--- config.mk ---
export PLATFORM = sky130hd
export DESIGN_NAME = pit_8254_bus_if
export DESIGN_NICKNAME = d
export VERILOG_FILES = /design/src/rtl/pit_8254_pkg.sv /design/src/rtl/pit_8254_clkgen.sv /design/src/rtl/pit_8254_bus_if.sv
export SDC_FILE = /design/constraint.sdc
export NUM_CORES = 1
export LEC_CHECK = 0
export CAP_MARGIN = 20
export CORE_MARGIN = 3
export CORE_UTILIZATION = 35
export DETAILED_ROUTE_END_ITERATION = 6
export PLACE_DENSITY = 0.6
export SYNTH_ARGS = -nofsm -noshare
export SYNTH_HDL_FRONTEND = slang
export SYNTH_HIERARCHICAL = 1
export SYNTH_SLANG_ARGS = --single-unit
--- constraint.sdc ---
create_clock -name clk -period 1.9 [get_ports clk]
set_input_delay 0.19 -clock clk [delete_from_list [all_inputs] [get_ports clk]]
set_output_delay 0.19 -clock clk [all_outputs]
set_load 0.005 [all_outputs]
--- src/rtl/pit_8254_pkg.sv ---
// Shared constants, types and helpers for the 8254 PIT bus front end.
package pit_8254_pkg;

    // I/O port offsets relative to 0x40
    localparam logic [1:0] PIT_PORT_CNT0 = 2'd0;
    localparam logic [1:0] PIT_PORT_CNT1 = 2'd1;
    localparam logic [1:0] PIT_PORT_CNT2 = 2'd2;
    localparam logic [1:0] PIT_PORT_CTRL = 2'd3;

    // Control word field positions
    localparam int unsigned CW_SC_MSB   = 7;
    localparam int unsigned CW_SC_LSB   = 6;
    localparam int unsigned CW_RW_MSB   = 5;
    localparam int unsigned CW_RW_LSB   = 4;
    localparam int unsigned CW_MODE_MSB = 3;
    localparam int unsigned CW_MODE_LSB = 1;
    localparam int unsigned CW_BCD_BIT  = 0;

    localparam logic [1:0] RW_LATCH    = 2'b00;
    localparam logic [1:0] SC_READBACK = 2'b11;

    // Read-back command bits (count/status enables are active-low)
    localparam int unsigned RB_NCOUNT_BIT  = 5;
    localparam int unsigned RB_NSTATUS_BIT = 4;
    localparam int unsigned RB_MASK_MSB    = 3;
    localparam int unsigned RB_MASK_LSB    = 1;

    // Value returned when the write-only control port is read
    localparam logic [7:0] PIT_CTRL_READ_DATA = 8'hFF;

    typedef enum logic [1:0] {
        RdIdle,
        RdStrobe,
        RdRespond
    } rd_state_e;

    typedef struct packed {
        logic [2:0] set_mode;
        logic [2:0] latch_count;
        logic [2:0] latch_status;
        logic [2:0] write;
        logic [2:0] read;
    } pit_strobes_t;

    // Channel index to one-hot strobe; index 3 selects nothing
    function automatic logic [2:0] chan_onehot(input logic [1:0] idx);
        logic [2:0] oh;
        unique case (idx)
            2'd0:    oh = 3'b001;
            2'd1:    oh = 3'b010;
            2'd2:    oh = 3'b100;
            default: oh = 3'b000;
        endcase
        return oh;
    endfunction

    // round(pit_hz * 2^acc_w / clk_hz)
    function automatic longint unsigned pit_phase_inc(input longint unsigned clk_hz,
                                                      input longint unsigned pit_hz,
                                                      input int unsigned     acc_w);
        return ((pit_hz << acc_w) + (clk_hz >> 1)) / clk_hz;
    endfunction

endpackage

--- src/rtl/pit_8254_clkgen.sv ---
// PIT input clock generator (fractional phase accumulator) and gate synchroniser.
module pit_8254_clkgen
    import pit_8254_pkg::*;
#(
    parameter int unsigned CLK_FREQ_HZ = 100000000,
    parameter int unsigned PIT_FREQ_HZ = 1193182,
    parameter int unsigned ACC_W       = 32
) (
    input  logic       clk,
    input  logic       reset,
    input  logic [2:0] gate_in,
    output logic       pit_clock,
    output logic [2:0] cnt_gate
);

    localparam longint unsigned INC_FULL =
        pit_phase_inc(64'(CLK_FREQ_HZ), 64'(PIT_FREQ_HZ), ACC_W);
    localparam logic [ACC_W-1:0] INC = INC_FULL[ACC_W-1:0];

    // Each pit_clock level must last at least one system clock
    if (2 * PIT_FREQ_HZ > CLK_FREQ_HZ) begin : g_freq_check
        $error("PIT_FREQ_HZ must not exceed half of CLK_FREQ_HZ");
    end

    logic [ACC_W-1:0] acc_q;
    logic             pit_clock_q;
    logic [2:0]       gate_meta_q;
    logic [2:0]       gate_sync_q;

    // Accumulator wraps modulo 2^ACC_W; its MSB is the divided clock
    always_ff @(posedge clk) begin
        if (reset) begin
            acc_q       <= '0;
            pit_clock_q <= 1'b0;
        end else begin
            acc_q       <= acc_q + INC;
            pit_clock_q <= acc_q[ACC_W-1];
        end
    end

    // Two-flop synchroniser for the asynchronous gate inputs
    always_ff @(posedge clk) begin
        if (reset) begin
            gate_meta_q <= '0;
            gate_sync_q <= '0;
        end else begin
            gate_meta_q <= gate_in;
            gate_sync_q <= gate_meta_q;
        end
    end

    assign pit_clock = pit_clock_q;
    assign cnt_gate  = gate_sync_q;

endmodule

--- src/rtl/pit_8254_bus_if.sv ---
// Bus front end for the three 8254 counters: command decode, strobes, read data.
module pit_8254_bus_if
    import pit_8254_pkg::*;
#(
    parameter int unsigned CLK_FREQ_HZ = 100000000,
    parameter int unsigned PIT_FREQ_HZ = 1193182,
    parameter int unsigned ACC_W       = 32
) (
    input  logic        clk,
    input  logic        reset,
    input  logic        io_req_valid,
    output logic        io_req_ready,
    input  logic [1:0]  io_req_addr,
    input  logic        io_req_we,
    input  logic [7:0]  io_req_data,
    output logic        io_rsp_valid,
    output logic [7:0]  io_rsp_data,
    input  logic [2:0]  gate_in,
    output logic        pit_clock,
    output logic [2:0]  cnt_gate,
    output logic [7:0]  cnt_data_in,
    output logic [2:0]  cnt_set_control_mode,
    output logic [2:0]  cnt_latch_count,
    output logic [2:0]  cnt_latch_status,
    output logic [2:0]  cnt_write,
    output logic [2:0]  cnt_read,
    input  logic [23:0] cnt_data_out
);

    rd_state_e    state_q, state_d;
    logic [1:0]   rd_addr_q, rd_addr_d;
    logic [7:0]   rsp_data_q, rsp_data_d;
    logic         rsp_valid_q, rsp_valid_d;
    pit_strobes_t strb_q, strb_d;
    logic [7:0]   data_in_q, data_in_d;
    logic [7:0]   rd_sel;
    logic         rd_busy;
    logic         req_accept;
    logic [1:0]   cw_sc;
    logic [1:0]   cw_rw;
    logic [2:0]   rb_mask;

    assign rd_busy      = (state_q != RdIdle);
    assign io_req_ready = ~reset & ~rd_busy;
    assign req_accept   = io_req_valid & io_req_ready;

    assign cw_sc   = io_req_data[CW_SC_MSB:CW_SC_LSB];
    assign cw_rw   = io_req_data[CW_RW_MSB:CW_RW_LSB];
    assign rb_mask = io_req_data[RB_MASK_MSB:RB_MASK_LSB];

    // Decode the accepted request into next-cycle strobes and the broadcast byte
    always_comb begin
        strb_d    = '0;
        data_in_d = data_in_q;
        if (req_accept) begin
            if (io_req_we) begin
                data_in_d = io_req_data;
                if (io_req_addr != PIT_PORT_CTRL) begin
                    strb_d.write = chan_onehot(io_req_addr);
                end else if (cw_sc != SC_READBACK) begin
                    if (cw_rw == RW_LATCH) begin
                        strb_d.latch_count = chan_onehot(cw_sc);
                    end else begin
                        strb_d.set_mode = chan_onehot(cw_sc);
                    end
                end else begin
                    strb_d.latch_count  = io_req_data[RB_NCOUNT_BIT]  ? 3'b000 : rb_mask;
                    strb_d.latch_status = io_req_data[RB_NSTATUS_BIT] ? 3'b000 : rb_mask;
                end
            end else begin
                strb_d.read = chan_onehot(io_req_addr);
            end
        end
    end

    // Select the addressed counter's output byte
    always_comb begin
        rd_sel = PIT_CTRL_READ_DATA;
        unique case (rd_addr_q)
            PIT_PORT_CNT0: rd_sel = cnt_data_out[7:0];
            PIT_PORT_CNT1: rd_sel = cnt_data_out[15:8];
            PIT_PORT_CNT2: rd_sel = cnt_data_out[23:16];
            default:       rd_sel = PIT_CTRL_READ_DATA;
        endcase
    end

    // Read sequencer: strobe cycle captures pre-update data, respond cycle pulses valid
    always_comb begin
        state_d     = state_q;
        rd_addr_d   = rd_addr_q;
        rsp_data_d  = rsp_data_q;
        rsp_valid_d = 1'b0;
        unique case (state_q)
            RdIdle: begin
                if (req_accept && !io_req_we) begin
                    rd_addr_d = io_req_addr;
                    state_d   = RdStrobe;
                end
            end
            RdStrobe: begin
                rsp_data_d  = rd_sel;
                rsp_valid_d = 1'b1;
                state_d     = RdRespond;
            end
            RdRespond: begin
                state_d = RdIdle;
            end
            default: begin
                state_d = RdIdle;
            end
        endcase
    end

    // Bus-side state; reset discards any pending strobe or response
    always_ff @(posedge clk) begin
        if (reset) begin
            state_q     <= RdIdle;
            rd_addr_q   <= '0;
            rsp_data_q  <= '0;
            rsp_valid_q <= 1'b0;
            strb_q      <= '0;
            data_in_q   <= '0;
        end else begin
            state_q     <= state_d;
            rd_addr_q   <= rd_addr_d;
            rsp_data_q  <= rsp_data_d;
            rsp_valid_q <= rsp_valid_d;
            strb_q      <= strb_d;
            data_in_q   <= data_in_d;
        end
    end

    assign io_rsp_valid         = rsp_valid_q;
    assign io_rsp_data          = rsp_data_q;
    assign cnt_data_in          = data_in_q;
    assign cnt_set_control_mode = strb_q.set_mode;
    assign cnt_latch_count      = strb_q.latch_count;
    assign cnt_latch_status     = strb_q.latch_status;
    assign cnt_write            = strb_q.write;
    assign cnt_read             = strb_q.read;

    pit_8254_clkgen #(
        .CLK_FREQ_HZ (CLK_FREQ_HZ),
        .PIT_FREQ_HZ (PIT_FREQ_HZ),
        .ACC_W       (ACC_W)
    ) u_clkgen (
        .clk       (clk),
        .reset     (reset),
        .gate_in   (gate_in),
        .pit_clock (pit_clock),
        .cnt_gate  (cnt_gate)
    );

endmodule

==> impl_metrics.toml <==
[global_routing]
grt_pass1_vias = 2703
grt_usage_pct = 14.9
grt_pass1_wl_mm = 12.7
overflow = 0
grt_max_degree = 50
antenna_found_initial = 0

[worst_setup_path]
crit_slowest_cell = "a2111o_1"
critPathRequiredTime_ns = 2.13
critical_path_class = "reg2reg"
critPathBufInv = 0
endpoint_kind = "flop"
critical_path.top_delay_family = "compound AO/OA/AOI/OAI gates"
crit_path_start_kind = "flop"
cp_slowest_stage_delay_ns = 0.40
path_cells = "ha_4 > a2111o_1 > a31o_1 > o211ai_1 > a21oi_1 > mux2_1"
cp.arrival_ns = 2.10
worst-path-max-fanout = 3

[placement]
gp_congestion = 0.777
dp_hpwl_mm = 5.70
port_buffers = 77

[floorplan]
die_area_um2 = 10700
fp.dieH_um = 103
core_um2 = 8930
ios = 78
rows = 34
dieWidth_um = 103
start_util_pct = 37.0

[run]
drv_cap = 0

[sta]
finalCritPeriodShare_pct = 98.2
fin_skew_ns = 0.00888
worst_slew_pin_slew_ns = 0.584
max_freq_mhz = 536
setup_viol = 0
rsz0062_at_grt = "true"
finalMaxSlewViolations = 0
setup_tns_ns = 0
slew_headroom_pct = 60.7
min_period_ns = 1.87
hold_viol = 0

[clock_network]
clk_pin_slew_worst_paths_ns = 0.09
clkLatencyLatePin_ns = 0.34
cts_tree = "yes"
max-clock-path-buffers = 2
cts.sinks = 75
root_buffer = "clkbuf_8"
cts_buffers = 9
htreeDepth = 3

[drt]
drt_first_iter_violations = 86
wl_per_cell_um = 13.8
vias = 2844
finalWirelength_mm = 7.91
routed_via_density = 4.97
first_pass_iters = 4
antenna_left = 0
drcViolationCount = 0

[finish]
final_nets = 501
area_delta_synth_final_pct = 40.0
drive_gt1_share_pct = 16.6
diodes = 0
fin_util_pct = 51.8

[yosys]
synth_seq_cells = 75
async_reset_ff_share_pct = 0
yosys.cell_count.top_type = "dfxtp_1"
syn_avg_cell_area_um2 = 9.16
synthCells = 361
synth_top_area_share_pct = 45.4
syn_area_um2 = 3310
synth_common_cells = "dfxtp_1, nor2_1, nor2b_1"
ys_types = 58
synthTopCellsByArea = "dfxtp_1, nor2_1, nor2b_1, xnor2_1, nand3_1"
synth_nets = 403
yosysTopAreaCell = "dfxtp_1"
ys_seq_area_share_pct = 45.4
yosys_warnings = 6
synthFlopType = "dfxtp_1"
synth_edf_count = 0

[power_and_ir_drop]
power_density_nw_per_um2 = 1100
power.leakage_nw = 1.75
peakVddDrop_v = 0.000507

[worst_hold_path]
min_path_type = "in2reg"

[outcome]
status = "finished, final reports clean"
## final cells by class
| cell class | count | area, µm² |
|---|---|---|
| Timing Repair Buffer | 109 | 1020 |
| Tap cell | 108 | 135 |
| Multi-Input combinational cell | 253 | 1680 |
| Clock inverter | 7 | 123 |
| Clock buffer | 9 | 124 |
| Fill cell | 857 | 4310 |
| Inverter | 11 | 41.3 |
| Sequential cell | 75 | 1500 |
## routing by layer
| layer | GRT usage, % | part of all wire [%] | vias to the layer above |
|---|---|---|---|
| li1 | - | - | 1467 |
| met1 | 20.4 | 47 | 1303 |
| met2 | 23.2 | 46 | 65 |
| met3 | 2.88 | 4.7 | 9 |
| met4 | 5.88 | 1.4 | 0 |
| met5 | 0 | 0 | - |
## report_power, final
group          switching, W  total [W]  internal, W  leakage [nW]
combinational      0.000775    0.00163     0.000851          1.02
clock              0.000627    0.00151     0.000884         0.122
sequential         0.000174    0.00195      0.00177         0.615
total               0.00158    0.00508      0.00351          1.75
## state kept, by name, summed over array words and instances (netlist names)
| signal | count |
|---|---|
| u_clkgen/acc_q | 32 |
| cnt_read | 3 |
| cnt_set_control_mode | 3 |
| io_rsp_data | 8 |
| u_clkgen/cnt_gate | 3 |
| u_clkgen/gate_meta_q | 3 |
| io_rsp_valid | 1 |
| cnt_data_in | 8 |
| u_clkgen/pit_clock | 1 |
| cnt_latch_count | 3 |
| cnt_write | 3 |
| cnt_latch_status | 3 |
| state_q | 2 |
| rd_addr_q | 2 |
## worst reg2reg max path, stage by stage (launching register included)
cell and delay, ns:
dfxtp_2 0.35, ha_4 0.15, a2111o_1 0.40, a31o_1 0.24, o211ai_1 0.21, a21oi_1 0.10
mux2_1 0.32
## cell families (layout without fill, tap and decap cells)
logic type | count (synthesis) | after routing | synth area share, %
buf+inv | 33 | 136 | 4.65
compound gates | 74 | 74 | 16.5
flops | 75 | 75 | 45.4
xor+xnor | 16 | 16 | 4.24
mux | 11 | 11 | 4.31
simple gates | 151 | 151 | 24.5
fa+ha+maj | 1 | 1 | 0.378
## placed cells by master, fill, tap and decap left out, types with 3 or more instances in the layout
master           instances
a211oi_1                 8
a21oi_1                 13
a21oi_2                  4
a31oi_1                  3
buf_4                   31
bufinv_16                3
clkbuf_8                 9
clkdlybuf4s50_1         76
dfxtp_1                 73
inv_1                   10
mux2_1                   6
mux2_4                   5
nand2_1                 15
nand2b_1                 3
nand3_1                 20
nand4_1                  3
nand4b_1                 3
nor2_1                  50
nor2b_1                 25
nor3_1                   7
nor3_2                   3
nor4_1                   6
nor4b_1                  4
o21ai_0                 13
o31ai_1                 11
xnor2_1                 14
## worst paths after layout
check / slack (ns) / from / cells after the start / end
hold reg to reg: 0.45 / u_clkgen/gate_meta_q[2] / 1 / u_clkgen/cnt_gate[2]
setup reg to reg: 0.03 / u_clkgen/acc_q[0] / 6 / u_clkgen/acc_q[30]
setup / recovery: 0.03 / u_clkgen/acc_q[0] / 6 / u_clkgen/acc_q[30]
hold / removal: 0.15 / reset / 2 / cnt_latch_status[1]
## per-stage QoR
step / worst slack (ns) / hold slack (ns) / instances / total power (W) / instance area (µm²)
final: 0.0337 / 0.154 / 572 / 0.00508 / 4630
after global routing: -0.0378 / 0.170 / 572 / 0.00539 / 4630
after CTS: 0.00283 / 0.146 / 571 / 0.00508 / 4590
after detailed placement: -0.00778 / 0.442 / 553 / 0.00354 / 4330
after global placement: 0.0229 / 0.423 / 553 / 0.00352 / 4330
after floorplan: 0.0156 / 0.259 / 361 / 0.00298 / 3310
## timing repair
action	4_1_cts	5_1_grt
gates resized for setup	2	7
endpoints found under the hold margin	0	0
pin swaps	2	4
hold buffers	0	0
setup endpoints to repair	4	14
buffers inserted	2	1
(Power assumes the default switching activity.)
